[config.mk]
export PLATFORM = sky130hd
export DESIGN_NAME = host_bus_drv
export DESIGN_NICKNAME = d
export VERILOG_FILES = /design/src/rtl/host_bus_pkg.sv /design/src/rtl/host_bus_tmr.sv /design/src/rtl/host_bus_drv.sv
export SDC_FILE = /design/constraint.sdc
export NUM_CORES = 1
export LEC_CHECK = 0
export ABC_AREA = 0
export BUFFER_PORTS_ARGS = -buffer_cell sky130_fd_sc_hd__buf_2
export CAP_MARGIN = 20
export CORE_ASPECT_RATIO = 1.75
export CORE_MARGIN = 10
export CORE_UTILIZATION = 50
export CTS_BUF_LIST = sky130_fd_sc_hd__clkbuf_4 sky130_fd_sc_hd__clkbuf_8
export DETAILED_ROUTE_END_ITERATION = 12
export PLACE_DENSITY = 0.79
export SYNTH_ARGS = -nofsm -noshare
export SYNTH_HDL_FRONTEND = slang
export SYNTH_SLANG_ARGS = --single-unit
export TNS_END_PERCENT = 30
[constraint.sdc]
create_clock -name clk -period 1.95 [get_ports clk]
set_input_delay 0.0975 -clock clk [delete_from_list [all_inputs] [get_ports clk]]
set_output_delay 0.0975 -clock clk [all_outputs]
set_load 0.03 [all_outputs]
[src/rtl/host_bus_pkg.sv]
// Shared encodings and default timing for the 8080-style host bus initiator.
// PTMO_CYC_DEF exists only when HOST_DRV_PTMO_EN is defined.
package host_bus_pkg;

  typedef enum logic [2:0] {
    IDLE   = 3'd0,
    SETUP  = 3'd1,
    STROBE = 3'd2,
    HOLD   = 3'd3,
    RECOV  = 3'd4,
    PWAIT  = 3'd5
  } state_t;

  localparam logic A0_CMD = 1'b1;
  localparam logic A0_DAT = 1'b0;

  localparam int T_SU_DEF = 1;
  localparam int T_WR_DEF = 4;
  localparam int T_HD_DEF = 1;
  localparam int T_RC_DEF = 2;
`ifdef HOST_DRV_PTMO_EN
  localparam int PTMO_CYC_DEF = 255;
`endif

  // Phase counter counts down to 0, so a phase of t clocks loads t-1.
  function automatic logic [3:0] phase_len(input int t);
    return 4'(t - 1);
  endfunction

endpackage

[src/rtl/host_bus_tmr.sv]
// Phase down-counter: loads a value on state entry, holds at zero, flags zero.
module host_bus_tmr (
  input  logic       clk,
  input  logic       rst,
  input  logic       load,
  input  logic [3:0] load_val,
  output logic       zero
);

  logic [3:0] cnt;

  always_ff @(posedge clk) begin
    if (rst) begin
      cnt <= 4'd0;
    end else if (load) begin
      cnt <= load_val;
    end else if (cnt != 4'd0) begin
      cnt <= cnt - 4'd1;
    end
  end

  assign zero = (cnt == 4'd0);

endmodule

[src/rtl/host_bus_drv.sv]
// 8080-style write-bus initiator: one command byte then 0..15 parameter bytes.
// Define HOST_DRV_PTMO_EN to abort with an err pulse when a parameter never arrives.
module host_bus_drv
  import host_bus_pkg::*;
#(
  parameter int T_SU = T_SU_DEF,
  parameter int T_WR = T_WR_DEF,
  parameter int T_HD = T_HD_DEF,
  parameter int T_RC = T_RC_DEF
`ifdef HOST_DRV_PTMO_EN
  , parameter int PTMO_CYC = PTMO_CYC_DEF
`endif
) (
  input  logic       clk,
  input  logic       rst,
  input  logic       cmd_valid,
  output logic       cmd_ready,
  input  logic [7:0] cmd_code,
  input  logic [3:0] cmd_plen,
  input  logic       par_valid,
  output logic       par_ready,
  input  logic [7:0] par_data,
  output logic       ce_x,
  output logic       a0,
  output logic       wr_x,
  output logic [7:0] dat,
  output logic       busy,
  output logic       done,
  output logic       err
);

  // Handshakes: a byte is taken on a clock edge where valid and ready are both
  // high; ready is registered, so it never depends on valid combinationally.

  state_t     state, state_nx;
  logic [3:0] rem;
  logic       cmd_acc, par_acc, tmo;
  logic       tmr_load, tmr_zero;
  logic [3:0] tmr_val;

  assign cmd_acc = cmd_ready & cmd_valid;
  assign par_acc = par_ready & par_valid;

  host_bus_tmr u_tmr (
    .clk      (clk),
    .rst      (rst),
    .load     (tmr_load),
    .load_val (tmr_val),
    .zero     (tmr_zero)
  );

`ifdef HOST_DRV_PTMO_EN
  logic [7:0] wcnt;

  always_ff @(posedge clk) begin
    if (rst || state != PWAIT) begin
      wcnt <= 8'd0;
    end else begin
      wcnt <= wcnt + 8'd1;
    end
  end

  assign tmo = (state == PWAIT) && !par_acc && (wcnt == 8'(PTMO_CYC - 1));

  always_ff @(posedge clk) begin
    if (rst) begin
      err <= 1'b0;
    end else begin
      err <= tmo;
    end
  end
`else
  assign tmo = 1'b0;
  assign err = 1'b0;
`endif

  always_comb begin
    state_nx = state;
    tmr_val  = 4'd0;
    case (state)
      IDLE:    if (cmd_acc) state_nx = SETUP;
      SETUP:   if (tmr_zero) state_nx = STROBE;
      STROBE:  if (tmr_zero) state_nx = HOLD;
      HOLD:    if (tmr_zero) state_nx = RECOV;
      RECOV:   if (tmr_zero) state_nx = (rem == 4'd0) ? IDLE : PWAIT;
      PWAIT: begin
        if (par_acc) state_nx = SETUP;
        else if (tmo) state_nx = IDLE;
      end
      default: state_nx = IDLE;
    endcase
    case (state_nx)
      SETUP:   tmr_val = phase_len(T_SU);
      STROBE:  tmr_val = phase_len(T_WR);
      HOLD:    tmr_val = phase_len(T_HD);
      RECOV:   tmr_val = phase_len(T_RC);
      default: tmr_val = 4'd0;
    endcase
    tmr_load = (state_nx != state);
  end

  // Bus outputs are registered from the next state so they line up with it.
  always_ff @(posedge clk) begin
    if (rst) begin
      state     <= IDLE;
      rem       <= 4'd0;
      ce_x      <= 1'b1;
      wr_x      <= 1'b1;
      a0        <= A0_CMD;
      dat       <= 8'h00;
      busy      <= 1'b0;
      done      <= 1'b0;
      cmd_ready <= 1'b0;
      par_ready <= 1'b0;
    end else begin
      state     <= state_nx;
      ce_x      <= !(state_nx inside {SETUP, STROBE, HOLD});
      wr_x      <= (state_nx != STROBE);
      busy      <= (state_nx != IDLE);
      cmd_ready <= (state_nx == IDLE);
      par_ready <= (state_nx == PWAIT);
      done      <= (state == RECOV) && tmr_zero && (rem == 4'd0);
      if (cmd_acc) begin
        dat <= cmd_code;
        a0  <= A0_CMD;
        rem <= cmd_plen;
      end else if (par_acc) begin
        dat <= par_data;
        a0  <= A0_DAT;
        rem <= rem - 4'd1;
      end
    end
  end

endmodule
==> out/results.txt <==
Total gr overflow: 0
Seq/Total Area, Yosys: 41.56%
Vias per inst: 5.741
Clk pwr share: 22.9%
Power Dens Cells: 1273 nW/um^2
Post-DP HPWL: 2413 um
Post-route setup slack: 0.06651 ns
Max Clock Skew: 0.003656 ns
Sw Ratio: 36.54%
Worst Hold Path EP: dat[2]
Critical Path, Cell by Cell: inv_1 -> ha_1 -> or3b_1 -> and3_2 -> o32ai_1 -> and3b_2
Largest net degree at the start of global routing: 28
Synth async-reset ratio: 0%
Number of global-route vias before repair: 1251
Post-Synth Adder-Cell Area: 1.998%
Peak supply drop: 0.8749 mV
Syn Inst Count: 144
Crit path launch type: flop
Number of cell rows: 24
DR DRC count: 0
Layout cell share with drive strength beyond 1: 30.73%
Simple-gate share of the synthesized area: 26.37%
Initial antenna violation count: 0
Fillers: 210
Clock sinks: 26
Average wire per standard cell: 15.38 um
Pre-Repair DR Iteration Count: 4
Die area: 4986 um^2
R2R depth: 6
Yosys reg bits: 26
Worst hold start: par_data[2]
Logic pwr share: 40.0%
Worst EP required: 2.17 ns
Fin nets: 206
Final setup fails: 0
Setup Fix Bufs, Post-CTS: 0
Die X: 57.84 um
Synth Warn #: 0
Clock Latency Late Sink: 0.28 ns
R2R Path End: cmd_ready
Final period util: 96.59%
P_leak: 0.6382 nW
R2R Path Start: rem[0]
Final WL: 3153 um
CTS root buf: clkbuf_8
Synthesized area: 1252 um^2
Cell count after placement: 201
Reg2reg setup slack: 0.07 ns
Mean Syn Cell Area: 8.698 um^2
CP max stage delay: 0.39 ns
Utilization after layout: 63.12%
Final hold vios: 0
H-tree level count: 1
Global placement routability congestion: 0.8983
Initial DRC Count: 39
Via count of the routed design: 1177
Psw: 714.5 uW
Final slew viol count: 0
CTS Buf Count: 3
P_int: 1.241 mW
Die height: 86.21 um
Hold Crit Depth: 3
Min-delay worst type: in -> reg
Total of max-cap violations: 0
All-Layer GR Usage: 12.90%
Top cell type's share of synthesized area: 41.56%
Pre-CTS setup slack: 0.1180 ns
CORE AREA: 2432 um^2
Setup tns final: 0 ns
Post-synthesis mux area share: 0%
Crit-path max FO: 4
EDFF count, synth: 0
Non-filler cells, final: 205
Worst Setup Path Type: reg -> reg
IO Port Bufs: 38
Cell taking the most area after synthesis: dfxtp_1
Clock transition at path regs: 0.09 ns
Antenna cell count: 0
Main synth FF type: dfxtp_1
Largest family of logic cells by synthesized area: simple AND/OR/NAND/NOR gates
Initial Util: 51.49%
Area grow syn2layout: 22.58%
Fmax: 0.5309 GHz
Outcome: completed
Antenna-violating nets left: 0
I/O pins: 40
Synthesized net count: 170
Post-layout min period: 1.883 ns
Synth unique cells: 43
Reg power frac: 37.1%
Synth Area in Compound Gates: 18.18%
Worst EP arrival: 2.11 ns
First-pass GRT wire length: 5375 um
CP max-delay cell: or3b_1
Clock buffer depth: 2
RSZ-0062 raised after global routing: no
CTS tree: yes
Post_cts resized: 0
Synth Area in XOR/XNOR: 4.895%
Synth top area cells: dfxtp_1 (42%), nand2_1 (6.6%), a311oi_1 (5.6%)
Critical Path End Type: flop
Post-CTS Hold Fix Bufs: 0
[state kept, by name, indices dropped and copies added (netlist names)]
| name | cells |
|---|---|
| a0 | 1 |
| busy | 1 |
| ce_x | 1 |
| cmd_ready | 1 |
| dat | 8 |
| done | 1 |
| par_ready | 1 |
| rem | 4 |
| state | 3 |
| u_tmr.cnt | 4 |
| wr_x | 1 |
[logic make-up (layout without fill, tap and decap cells)]
family,count (synthesis),after routing
AOI/OAI and AO/OA,28,28
and+or+nand+nor,63,63
DFF,26,26
adders and majority gates,2,2
buffers and inverters,17,52
other,1,1
xor gates and xnor gates,7,7
[routing by layer]
layer	routed length (um)	vias up	part of all wire, %	global-route usage (%)
met5	0	-	0	0
met1	1257	542	40	13.37
met2	1586	47	50	21.37
met4	92	0	2.9	8.155
met3	216	9	6.9	4.392
li1	-	579	-	-
[how the worst max path moves through the flow]
stage	to	startpoint	slack (ns)	cells after the start
floorplan	ce_x	u_tmr.cnt[0]	0.21	7
global placement	cmd_ready	rem[0]	0.16	6
detailed placement	cmd_ready	rem[0]	0.12	6
CTS	cmd_ready	rem[0]	0.09	6
global route	cmd_ready	rem[0]	0.001	6
finish	cmd_ready	rem[0]	0.07	6
[synth_stat cells (2+ instances only)]
| master | n |
|---|---|
| or3_1 | 2 |
| nand2_1 | 22 |
| nor4_1 | 3 |
| a31oi_1 | 2 |
| nand3_1 | 2 |
| a21oi_1 | 4 |
| or3b_1 | 2 |
| o221ai_1 | 2 |
| nor3_1 | 3 |
| nand2b_1 | 2 |
| inv_1 | 6 |
| clkbuf_1 | 6 |
| buf_4 | 2 |
| a211oi_1 | 3 |
| ha_1 | 2 |
| xnor2_1 | 6 |
| nor2_1 | 16 |
| a311oi_1 | 8 |
| dfxtp_1 | 26 |
| o31ai_1 | 2 |
[critical path: cells and delay by family, from the launching register on]
kind / cells / cell delay (ns)
adders and majority gates: 1 / 0.20
buffers and inverters: 1 / 0.06
and+or+nand+nor: 3 / 0.88
DFF: 1 / 0.34
AOI/OAI and AO/OA: 1 / 0.34
[layout make-up]
type | instances | area (um^2) | area share, %
sequential | 26 | 520.5 | 33.90
clock buffer | 3 | 41.29 | 2.689
clock inverter | 1 | 30.03 | 1.956
inverter | 6 | 22.52 | 1.467
multi-input combinational | 101 | 668.1 | 43.52
tap | 26 | 32.53 | 2.119
timing repair buffer | 42 | 220.2 | 14.34
[cell usage in the layout (no fill, tap or decap), drive strengths merged, types with 2 or more instances in the layout]
cell type	count
a211oi	4
a21oi	4
a311oi	8
a31oi	2
and3	2
and3b	2
buf	42
clkbuf	3
dfxtp	26
ha	2
inv	6
nand2	22
nand2b	2
nand3	2
nor2	16
nor3	3
nor4	3
o221ai	2
o31ai	2
or3	2
or3b	2
xnor2	6
[power by group through the flow]
| stage | clock network (mW) | registers (mW) | logic, mW |
|---|---|---|---|
| 2_1_floorplan | 0 | 0.813 | 0.487 |
| 3_3_place_gp | 0 | 0.728 | 0.715 |
| 5_1_grt | 0.465 | 0.738 | 0.859 |
| 4_1_cts | 0.450 | 0.721 | 0.748 |
| 3_5_place_dp | 0 | 0.732 | 0.738 |
| 6_report | 0.448 | 0.725 | 0.782 |
[stage by stage]
| step | instance area (um^2) | power, mW | hold WS [ns] |
|---|---|---|---|
| 6_report | 1535 | 1.955 | 0.07647 |
| 5_1_grt | 1535 | 2.062 | 0.08887 |
| 4_1_cts | 1515 | 1.919 | 0.07666 |
| 3_5_place_dp | 1444 | 1.469 | 0.3716 |
| 3_3_place_gp | 1444 | 1.443 | 0.3608 |
| 2_1_floorplan | 1252 | 1.300 | 0.2364 |
Note: power is estimated with default switching activity, not from simulation.
